==> src/rtl/nas_vid_capture.sv <==
// nas_vid_capture: recovers line/frame timing from a composite sync signal
// and samples the dot stream into an (x, y, data) pixel strobe.
module nas_vid_capture #(
  parameter int HSYNC_MIN = 32,
  parameter int VSYNC_MIN = 1024,
  parameter int H_OFFSET  = 128,
  parameter int H_PIXELS  = 384,
  parameter int DOT_DIV   = 2
) (
  input  logic        clk,
  input  logic        rst,
  input  logic        vid_sync,
  input  logic        vid_data,
  output logic        pix_valid,
  output logic        pix_data,
  output logic [8:0]  pix_x,
  output logic [8:0]  pix_y,
  output logic        frame_start,
  output logic [15:0] frame_count,
  output logic        sync_err
);

  typedef enum logic [1:0] {IDLE, WAIT_H, OFFSET, ACTIVE} state_t;

  localparam logic [11:0] HS_TH    = 12'(HSYNC_MIN);
  localparam logic [11:0] VS_TH    = 12'(VSYNC_MIN);
  localparam logic [15:0] OFF_LAST = 16'(H_OFFSET - 1);
  localparam logic [7:0]  DIV_LAST = 8'(DOT_DIV - 1);
  localparam logic [8:0]  X_LAST   = 9'(H_PIXELS - 1);
  localparam logic [8:0]  Y_MAX    = 9'd511;

  state_t      state_q, state_d;
  logic        sync_q, data_q;
  logic [11:0] width_q;
  logic [15:0] off_q, off_d;
  logic [7:0]  div_q, div_d;
  logic [8:0]  x_q, x_d;
  logic [8:0]  line_q, line_d;
  logic        inc_q, inc_d;
  logic        pix_valid_q, pix_valid_d;
  logic        pix_data_q, pix_data_d;
  logic [8:0]  pix_x_q, pix_x_d;
  logic        frame_start_q, frame_start_d;
  logic [15:0] frame_count_q, frame_count_d;
  logic        err_q, err_d;

  logic sync_rise, sync_fall, is_vsync, is_hsync;

  // A non-zero width with sync back high marks the end of a pulse; a zero
  // width with sync low marks its first cycle.
  assign sync_rise = sync_q && (width_q != 12'd0);
  assign sync_fall = !sync_q && (width_q == 12'd0);
  assign is_vsync  = width_q >= VS_TH;
  assign is_hsync  = width_q >= HS_TH;

  // Input retiming; sync idles high so reset never fakes a pulse edge.
  always_ff @(posedge clk or posedge rst) begin
    if (rst) begin
      sync_q <= 1'b1;
      data_q <= 1'b0;
    end else begin
      sync_q <= vid_sync;
      data_q <= vid_data;
    end
  end

  // Saturating low-width counter, cleared while sync is high.
  always_ff @(posedge clk or posedge rst) begin
    if (rst) begin
      width_q <= 12'd0;
    end else if (sync_q) begin
      width_q <= 12'd0;
    end else if (width_q != 12'hFFF) begin
      width_q <= width_q + 12'd1;
    end
  end

  // Line/frame sequencing: pixel timing first, then abort and pulse
  // classification override it.
  always_comb begin
    state_d       = state_q;
    off_d         = off_q;
    div_d         = div_q;
    x_d           = x_q;
    line_d        = line_q;
    inc_d         = 1'b0;
    pix_valid_d   = 1'b0;
    pix_data_d    = pix_data_q;
    pix_x_d       = pix_x_q;
    frame_start_d = 1'b0;
    frame_count_d = frame_count_q;
    err_d         = err_q;

    // Line number advances one cycle after the last pixel so that pixel
    // still carries its own line index.
    if (inc_q && (line_q != Y_MAX)) line_d = line_q + 9'd1;

    case (state_q)
      OFFSET: begin
        if (off_q == OFF_LAST) begin
          state_d = ACTIVE;
          div_d   = 8'd0;
          x_d     = 9'd0;
        end else begin
          off_d = off_q + 16'd1;
        end
      end
      ACTIVE: begin
        if (div_q == DIV_LAST) begin
          div_d       = 8'd0;
          pix_valid_d = 1'b1;
          pix_data_d  = data_q;
          pix_x_d     = x_q;
          if (x_q == X_LAST) begin
            state_d = WAIT_H;
            inc_d   = 1'b1;
          end else begin
            x_d = x_q + 9'd1;
          end
        end else begin
          div_d = div_q + 8'd1;
        end
      end
      default: ;
    endcase

    // Sync dropping mid-line abandons the rest of the line.
    if (sync_fall && ((state_q == OFFSET) || (state_q == ACTIVE))) begin
      state_d     = WAIT_H;
      err_d       = 1'b1;
      pix_valid_d = 1'b0;
      pix_data_d  = pix_data_q;
      pix_x_d     = pix_x_q;
      inc_d       = 1'b0;
      line_d      = (line_q == Y_MAX) ? line_q : line_q + 9'd1;
    end

    if (sync_rise) begin
      if (is_vsync) begin
        state_d       = WAIT_H;
        frame_start_d = 1'b1;
        frame_count_d = frame_count_q + 16'd1;
        line_d        = 9'd0;
        inc_d         = 1'b0;
      end else if (is_hsync) begin
        if (state_q == WAIT_H) begin
          state_d = OFFSET;
          off_d   = 16'd0;
        end
      end else begin
        err_d = 1'b1;
      end
    end
  end

  // State and output registers.
  always_ff @(posedge clk or posedge rst) begin
    if (rst) begin
      state_q       <= IDLE;
      off_q         <= 16'd0;
      div_q         <= 8'd0;
      x_q           <= 9'd0;
      line_q        <= 9'd0;
      inc_q         <= 1'b0;
      pix_valid_q   <= 1'b0;
      pix_data_q    <= 1'b0;
      pix_x_q       <= 9'd0;
      frame_start_q <= 1'b0;
      frame_count_q <= 16'd0;
      err_q         <= 1'b0;
    end else begin
      state_q       <= state_d;
      off_q         <= off_d;
      div_q         <= div_d;
      x_q           <= x_d;
      line_q        <= line_d;
      inc_q         <= inc_d;
      pix_valid_q   <= pix_valid_d;
      pix_data_q    <= pix_data_d;
      pix_x_q       <= pix_x_d;
      frame_start_q <= frame_start_d;
      frame_count_q <= frame_count_d;
      err_q         <= err_d;
    end
  end

  assign pix_valid   = pix_valid_q;
  assign pix_data    = pix_data_q;
  assign pix_x       = pix_x_q;
  assign pix_y       = line_q;
  assign frame_start = frame_start_q;
  assign frame_count = frame_count_q;
  assign sync_err    = err_q;

endmodule

==> config.mk <==
export PLATFORM = sky130hd
export DESIGN_NAME = nas_vid_capture
export DESIGN_NICKNAME = d
export VERILOG_FILES = /design/src/rtl/nas_vid_capture.sv
export SDC_FILE = /design/constraint.sdc
export NUM_CORES = 1
export LEC_CHECK = 0
export CAP_MARGIN = 20
export CELL_PAD_IN_SITES_DETAIL_PLACEMENT = 0
export CELL_PAD_IN_SITES_GLOBAL_PLACEMENT = 1
export CORE_MARGIN = 2
export CORE_UTILIZATION = 48
export CTS_CLUSTER_SIZE = 16
export DETAILED_ROUTE_END_ITERATION = 16
export MAX_ROUTING_LAYER = met4
export PLACE_DENSITY_LB_ADDON = 0.1
export SETUP_SLACK_MARGIN = 0.05
export SLEW_MARGIN = 30
export SYNTH_ARGS = -nofsm -noshare
export SYNTH_HDL_FRONTEND = slang
export SYNTH_SLANG_ARGS = --single-unit
==> constraint.sdc <==
create_clock -name clk -period 4.5 [get_ports clk]
set_clock_uncertainty 0.05 [all_clocks]
set_input_delay 0.9 -clock clk [delete_from_list [all_inputs] [get_ports clk]]
set_output_delay 0.9 -clock clk [all_outputs]
set_load 0.02 [all_outputs]
# Word level (Yosys, flattened, before mapping)
# Cells that the tools add are included.
dict set report word_totals {
  regBits 88
  output_inout_bits 38
}
dict set report classes {
  n_eq_ne 12
  muxes 44
  bitwise_logic 1
  n_lt_le_gt_ge 2
  n_addsub 6
  n_reduce_logical 14
}
# operator count
set op_table {}
lappend op_table {{16-bit 2-to-1 mux} 6}
lappend op_table {{9-bit 2-to-1 mux} 8}
lappend op_table {{16-bit by 1-bit adder with 16-bit output, second input constant} 2}
lappend op_table {{12-bit 2-to-1 mux} 2}
lappend op_table {{9-bit by 1-bit adder with 9-bit output, second input constant} 2}
lappend op_table {{9-bit equality test, second input constant} 2}
lappend op_table {{9-bit one-hot mux with 2 select lines} 1}
lappend op_table {{16-bit by 7-bit equality test with 1-bit output, second input constant} 1}
lappend op_table {{2-bit 2-to-1 mux} 8}
lappend op_table {{8-bit 2-to-1 mux} 2}
lappend op_table {{8-bit one-hot mux with 2 select lines} 1}
lappend op_table {{1-bit 2-to-1 mux} 15}
lappend op_table {{12-bit by 1-bit adder with 12-bit output, second input constant} 1}
lappend op_table {{12-bit by 11-bit >= comparator with 1-bit output, second input constant} 1}
lappend op_table {{12-bit by 6-bit >= comparator with 1-bit output, second input constant} 1}
lappend op_table {{12-bit zero test} 1}
lappend op_table {{12-bit inequality test, second input constant} 1}
lappend op_table {{12-bit nonzero test} 1}
lappend op_table {{9-bit inequality test, second input constant} 1}
lappend op_table {{8-bit by 1-bit adder with 8-bit output, second input constant} 1}
lappend op_table {{8-bit by 1-bit equality test with 1-bit output, second input constant} 1}
lappend op_table {{2-bit inequality test, second input constant} 3}
lappend op_table {{2-bit equality test, second input constant} 2}
lappend op_table {{1-bit logical AND} 4}
lappend op_table {{other kinds (9)} 11}

# Longest topological paths before layout
# Gate-level depths: netlist of the first run.
dict set report depth {
  ltp_word 9
  depth_mapped 10
  ltp_nobuf 10
}

# Worst setup path after synthesis of the first run
# OpenSTA, ideal clock, no wires.
dict set report synth_path {
  path_type {reg2reg}
  startpoint {reg line_q[0], in the netlist pix_y[0]}
  endpoint {reg line_q[5], in the netlist pix_y[5]}
  slack_ns 2.290
  n_path_buf 0
  setup_ns 0.120
  arrival_time_ns 2.039
  t_required_ns 4.330
  path_stages_with_launch 11
  cell_sequence {dfrtp_1 -> ha_1 -> and3_1 -> nand3_1 -> inv_1 -> ha_1 -> nor3_1 -> nand4_1 -> nand2_1 -> a31oi_1 -> a41o_1}
}
dict set report synth_via {
  elab_chain_cells 6
  word_cells_on_any_way 9
}
# element line_no
set synth_lines {}
lappend synth_lines {{start: declaration} 38} ;# logic [8:0] line_q, line_d;
lappend synth_lines {{start signal: assignment} 176} ;# line_q <= line_d;
lappend synth_lines {{branches (longest 3 deep; another with 9-bit by 1-bit adder with 9-bit output)} -}
lappend synth_lines {{9-bit 2-to-1 mux (*)} 128} ;# if (sync_fall && ((state_q == OFFSET) || (state_q == ACTIVE))) begin
lappend synth_lines {{9-bit 2-to-1 mux} 139} ;# if (is_vsync) begin
lappend synth_lines {{9-bit 2-to-1 mux (*)} 138} ;# if (sync_rise) begin
lappend synth_lines {{named net line_d[5]} 38}
# Mark *: on every way through the listed nets, which the timed path passes.
# A chain may end at the register's enable or synchronous reset.

# Final worst setup path of the first run
dict set report layout_path {
  startpoint {reg sync_q}
  endpoint {reg frame_count_q[8], in the netlist frame_count[8]}
}
dict set report layout_via {
  elab_chain_cells 2
}
# element line_no
set layout_lines {}
lappend layout_lines {{start: declaration} 33} ;# logic sync_q, data_q;
lappend layout_lines {{start signal: assignment} 62} ;# sync_q <= vid_sync;
lappend layout_lines {{1-bit logical AND} 51} ;# assign sync_rise = sync_q && (width_q != 12'd0);
lappend layout_lines {{2-bit AND reduction (no source line)} -}
lappend layout_lines {{end signal: assignment} 182} ;# frame_count_q <= frame_count_d;
lappend layout_lines {{end: declaration} 44} ;# logic [15:0] frame_count_q, frame_count_d;
# Every way passes these cells.

==> flow_summary.yaml, run 1 <==
die:
  ios: 42
  die_x_microns: 98.3
  core_sq_mm: 0.00868
  start_util: 0.492
  die_h_microns: 98.3
  num_rows: 34
  die_area_sq_mm: 0.00967
cells_and_area:
  n_fill_cell: 767
  drive_gt1_frac: 0.0871
  final_cells: 567
  utilization: 0.571
  nNetsFinal: 468
  syn_to_final_growth_pct: 16.0
  num_antenna_cells: 0
  fin_area_sq_mm: 0.00495
clock_network:
  cts_setup_buffers: 0
  htree_levels: 3
  cts_inserted_buffers: 9
  numClockSinks: 88
  cts_tree: "built"
  insertion_delay_ns: 0.35
  clkSlewWorstSetupHoldPaths_ns: 0.08
  clock-root-buffer: "clkbuf_8"
  cts_max_path_buffers: 2
  ctsHoldBuffers: 0
  cts_resized: 0
timing:
  relSlewSlack: 0.538
  fin_ws_ns: 2.00
  max_freq_mhz: 400
  layout_min_cycle_time_ns: 2.50
  worst_pin_slew_ns: 0.682
  hold_violations: 0
  rsz0062_at_grt: "no"
  setup_viol_count_final: 0
  period_share: 0.556
  fin_tns_setup_ns: 0
  final-max-slew-violation-count: 0
place:
  hpwlAfterDp_mm: 5.85
  dp.cells: 551
  dpl-instance-area_sq_mm: 0.00478
  io_buffers: 41
  gp_congestion: 0.739
  pre_cts_ws_ns: 1.97
critical_path:
  startpoint_type: "flop"
  max_stage_delay_ns: 0.72
  critPathMostFrequentCell: "nand4_1"
  crit_chain: "o21ai_1, inv_1, nand4_1, nor2_1, nand4_1, xnor2_1"
  crit_slowest_cell: "dfstp_2"
  path_delay_family: "flip-flops"
  path_class: "flop to flop"
  crit_path_end_kind: "flop"
  critical_path_arrival_ns: 2.68
  cp_max_fo: 16
  worstPathRequired_ns: 4.68
  worst-path-buf-inv: 1
drt:
  viasPerCell: 5.43
  final_antenna_net_count: 0
  wirelength_mm: 8.35
  via_count: 3080
  drc_errors: 0
  first_pass_iters: 4
  drtIter0Drc: 117
  wl_per_cell_microns: 14.7
synthesis:
  syn_area_sq_mm: 0.00427
  synth_cells: 412
  ys_types: 49
  ys_top_cells_by_area: "dfrtp_1 (51%), xnor2_1 (6.2%), xor2_1 (4.1%)"
  avgSynthCellArea_sq_um: 10.4
  ys_warn_count: 0
  synth_edf_count: 0
  yosysMostFrequentCell: "dfrtp_1"
  synth_ff_type: "dfrtp_1"
  synth_top_area_share: 0.510
  ys_top_cells_by_count: "dfrtp_1 (87), nor2_1 (46), nand2_1 (37)"
  ys_seq_area_frac: 0.516
  netlist.top_cell.by_area: "dfrtp_1"
  syn_nets: 426
  synthArstFlopShare: 1.00
  ys_ff_latch: 88
pwr:
  cellPowerDensity_mw_per_mm2: 266
  p_leak_nw: 2.25
  ir_drop_mv: 0.129
global_route:
  antenna_found_initial: 0
  grt_pass1_vias: 2982
  gr-usage-all-layers: 0.187
  grt_pass1_wl_mm: 14.5
  overflow: 0
  grt_max_degree: 54
run_status:
  outcome: "completed"
worst_hold_path:
  min_path_type: "flop to flop"
job:
  max-cap-violations: 0
report_power, final:
part           leakage [nW]  internal [mW]  switching (mW)
Clock                0.0894          0.230           0.263
Sequential             1.22          0.793         0.00480
Combinational         0.949        0.00812          0.0208
Total                  2.25           1.03           0.289
worst paths after layout:
check,start,to,slack [ns],cells after the start
setup / recovery,sync_q,frame_count[8],2.00,6
hold / removal,frame_count[15],frame_count[15],0.43,1
setup reg to reg,sync_q,frame_count[8],2.00,6
hold reg to reg,frame_count[15],frame_count[15],0.43,1
max in group asynchronous,rst,sync_q,2.68,3
min in group asynchronous,rst,frame_count[15],0.96,2
state kept, by name (all words and copies together), names as in the netlist, 2 cells and up:
name / flops
width_q: 12
pix_y: 9
pix_x: 9
state_q: 2
off_q: 16
frame_count: 16
div_q: 8
x_q: 9
layout make-up:
type / instances / area, sq um / share of cell area
tap: 108 / 135 / 0.0273
timing repair buffer: 43 / 425 / 0.0859
inverter: 13 / 51.3 / 0.0104
sequential: 88 / 2200 / 0.445
multi-input combinational: 299 / 1960 / 0.396
clock inverter: 3 / 17.5 / 0.00354
clock buffer: 13 / 159 / 0.0321
cells in the final DEF, fill, tap and decap left out, drive strengths merged, types with 14 or more instances in the layout:
cell type,netlist,final
nand3,26,26
xnor2,30,30
nor2,47,47
nand2,37,37
clkdlybuf4s50,0,41
dfrtp,87,87
nor3,14,14
o21ai,15,15
xor2,20,20
kinds of logic after synthesis:
logic type	synth area share
compound gates	0.0650
xor+xnor	0.103
fa+ha+maj	0.0293
buf+inv	0.0246
flops	0.516
mux	0.0387
simple gates	0.224
metal layers:
metal  vias up  routed length, microns  track usage
met5         -                       0            -
met2        42                    3800        0.287
li1       1524                       -            -
met4         0                     105       0.0664
met3         9                     200       0.0243
met1      1505                    4250        0.257
stage by stage:
stage	hold WS, ns	power (mW)
floorplan	0.405	0.833
global placement	0.412	0.843
detailed placement	0.427	0.845
CTS	0.443	1.34
global route	0.457	1.38
finish	0.431	1.32
(Power assumes the default switching activity.)
==> run 2, diff against run 1 <==
--- a/config.mk
+++ b/config.mk
@@ -9,7 +9,7 @@
 export CELL_PAD_IN_SITES_DETAIL_PLACEMENT = 0
 export CELL_PAD_IN_SITES_GLOBAL_PLACEMENT = 1
 export CORE_MARGIN = 2
-export CORE_UTILIZATION = 48
+export CORE_UTILIZATION = 45
 export CTS_CLUSTER_SIZE = 16
 export DETAILED_ROUTE_END_ITERATION = 16
 export MAX_ROUTING_LAYER = met4
==> constraint.sdc (replaced) <==
create_clock -name clk -period 2.6 [get_ports clk]
set_clock_uncertainty 0.05 [all_clocks]
set_input_delay 0.52 -clock clk [delete_from_list [all_inputs] [get_ports clk]]
set_output_delay 0.52 -clock clk [all_outputs]
set_load 0.02 [all_outputs]
==> run 2 against run 1 <==
Via count fell by 0.94%; die area rose by 6.4%; highest routed layer unchanged; register-to-register slack worse by 1.7 ns; sequential share of layout area fell by 1.4 points; flip-flop and latch count unchanged; global-route usage fell by 0.76 points; critical endpoint is now pix_x[7]; clock-buffer cell count is 2 lower; largest power group unchanged.
==> flow_summary.yaml, run 2 (same netlist as run 1, synthesis figures left out) <==
run_status:
  outcome: "completed"
timing:
  setup_viol_count_final: 0
  rsz0062_at_grt: "no"
  final-max-slew-violation-count: 0
  fin_tns_setup_ns: 0
  layout_min_cycle_time_ns: 2.31
  hold_violations: 0
  max_freq_mhz: 433
  worst_pin_slew_ns: 0.726
  relSlewSlack: 0.508
  period_share: 0.888
die:
  die_x_microns: 101
  die_area_sq_mm: 0.0103
  start_util: 0.462
  die_h_microns: 101
  core_sq_mm: 0.00924
  num_rows: 35
  ios: 42
critical_path:
  path_class: "flop to flop"
  critical_path_arrival_ns: 2.49
  r2r_start: "width_q[0]"
  crit_path_start: "width_q[0]"
  startpoint_type: "flop"
  regToRegSetupSlack_ns: 0.29
  crit_path_end_kind: "flop"
  reg2reg_depth: 7
  cp_max_fo: 12
  worstPathRequired_ns: 2.78
  cp-endpoint: "pix_x[7]"
  r2r-end: "pix_x[7]"
global_route:
  grt_pass1_wl_mm: 14.3
  antenna_found_initial: 0
  overflow: 0
  grt_pass1_vias: 3002
  gr-usage-all-layers: 0.180
  grt_max_degree: 28
pwr:
  fin_total_pwr_mw: 2.48
  cellPowerDensity_mw_per_mm2: 484
  p_leak_nw: 2.31
  ir_drop_mv: 0.211
clock_network:
  insertion_delay_ns: 0.34
  cts_tree: "built"
  ctsHoldBuffers: 0
  cts_inserted_buffers: 9
  cts_max_path_buffers: 2
  clock-root-buffer: "clkbuf_8"
  htree_levels: 3
  numClockSinks: 88
  clkSlewWorstSetupHoldPaths_ns: 0.09
place:
  io_buffers: 41
  gp_congestion: 0.803
  hpwlAfterDp_mm: 5.81
worst_hold_path:
  hold_path_depth: 1
  min_path_type: "flop to flop"
cells_and_area:
  n_fill_cell: 839
  final_cell_mix: "dfrtp_1 (87), nor2_1 (46), clkdlybuf4s50_1 (41)"
  syn_to_final_growth_pct: 19.7
  utilization: 0.553
  final_common_cell: "dfrtp_1"
  drive_gt1_frac: 0.107
  num_antenna_cells: 0
  nNetsFinal: 476
drt:
  wirelength_mm: 8.16
  via_count: 3051
  drtIter0Drc: 73
  final_antenna_net_count: 0
  wl_per_cell_microns: 13.7
  drc_errors: 0
  first_pass_iters: 4
  viasPerCell: 5.12
job:
  max-cap-violations: 0
[run 2: cell types whose count changed in the layout (fill, tap and decap cells not counted), sizes merged]
cell | before | now
buf | 2 | 10
clkinv | 2 | 1
clkinvlp | 1 | 3
inv | 13 | 12
bufinv | 0 | 2
clkbuf | 13 | 11
[run 2: report_power, final]
| group | total, mW | internal (mW) | switching, mW |
|---|---|---|---|
| sequential | 1.38 | 1.37 | 0.00840 |
| combinational | 0.0565 | 0.0202 | 0.0363 |
| clock | 1.04 | 0.567 | 0.472 |
| total | 2.48 | 1.96 | 0.517 |
[run 2: worst min-delay path by stage]
stage,from,to,slack (ns)
after floorplan,data_q,pix_data,0.41
after global placement,frame_count[15],frame_count[15],0.41
after detailed placement,frame_count[15],frame_count[15],0.42
after CTS,frame_count[15],frame_count[15],0.44
after global routing,frame_count[15],frame_count[15],0.46
final,frame_count[15],frame_count[15],0.43
[run 2: cell type report]
| cell class | count | area (sq um) | share of cell area |
|---|---|---|---|
| Clock buffer | 11 | 141 | 0.0276 |
| Inverter | 13 | 52.6 | 0.0103 |
| Clock inverter | 5 | 80.1 | 0.0157 |
| Timing Repair Buffer | 51 | 510 | 0.0998 |
| Multi-Input combinational cell | 299 | 1960 | 0.384 |
| Tap cell | 129 | 161 | 0.0316 |
| Sequential cell | 88 | 2200 | 0.431 |
[run 2: repair_timing]
item	4_1_cts	5_1_grt
gates resized for setup	0	1
buffers inserted	0	1
setup endpoints to repair	0	6
[run 2: per-layer routing]
metal / GRT usage / up-vias / routed length, microns
met5: - / - / 0
met4: 0.0593 / 0 / 65
met1: 0.252 / 1464 / 4290
met3: 0.0255 / 6 / 204
li1: - / 1535 / -
met2: 0.269 / 46 / 3600
[run 2: critical path, cell delays in order, from the launching register on]
cell and delay, ns:
dfrtp_1 0.42, inv_1 0.08, ha_1 0.17, nor4bb_1 0.37, and2_1 0.20, and2b_2 0.21
nand2b_2 0.33, mux2_2 0.38
[run 2: per-stage QoR]
step,hold WS (ns),setup slack (ns),cell area (sq um),instances
after floorplan,0.405,0.390,4270,412
final,0.428,0.290,5110,596
after CTS,0.437,0.188,5100,595
after detailed placement,0.420,0.216,4880,579
after global routing,0.457,0.0866,5110,596
after global placement,0.410,0.275,4880,579
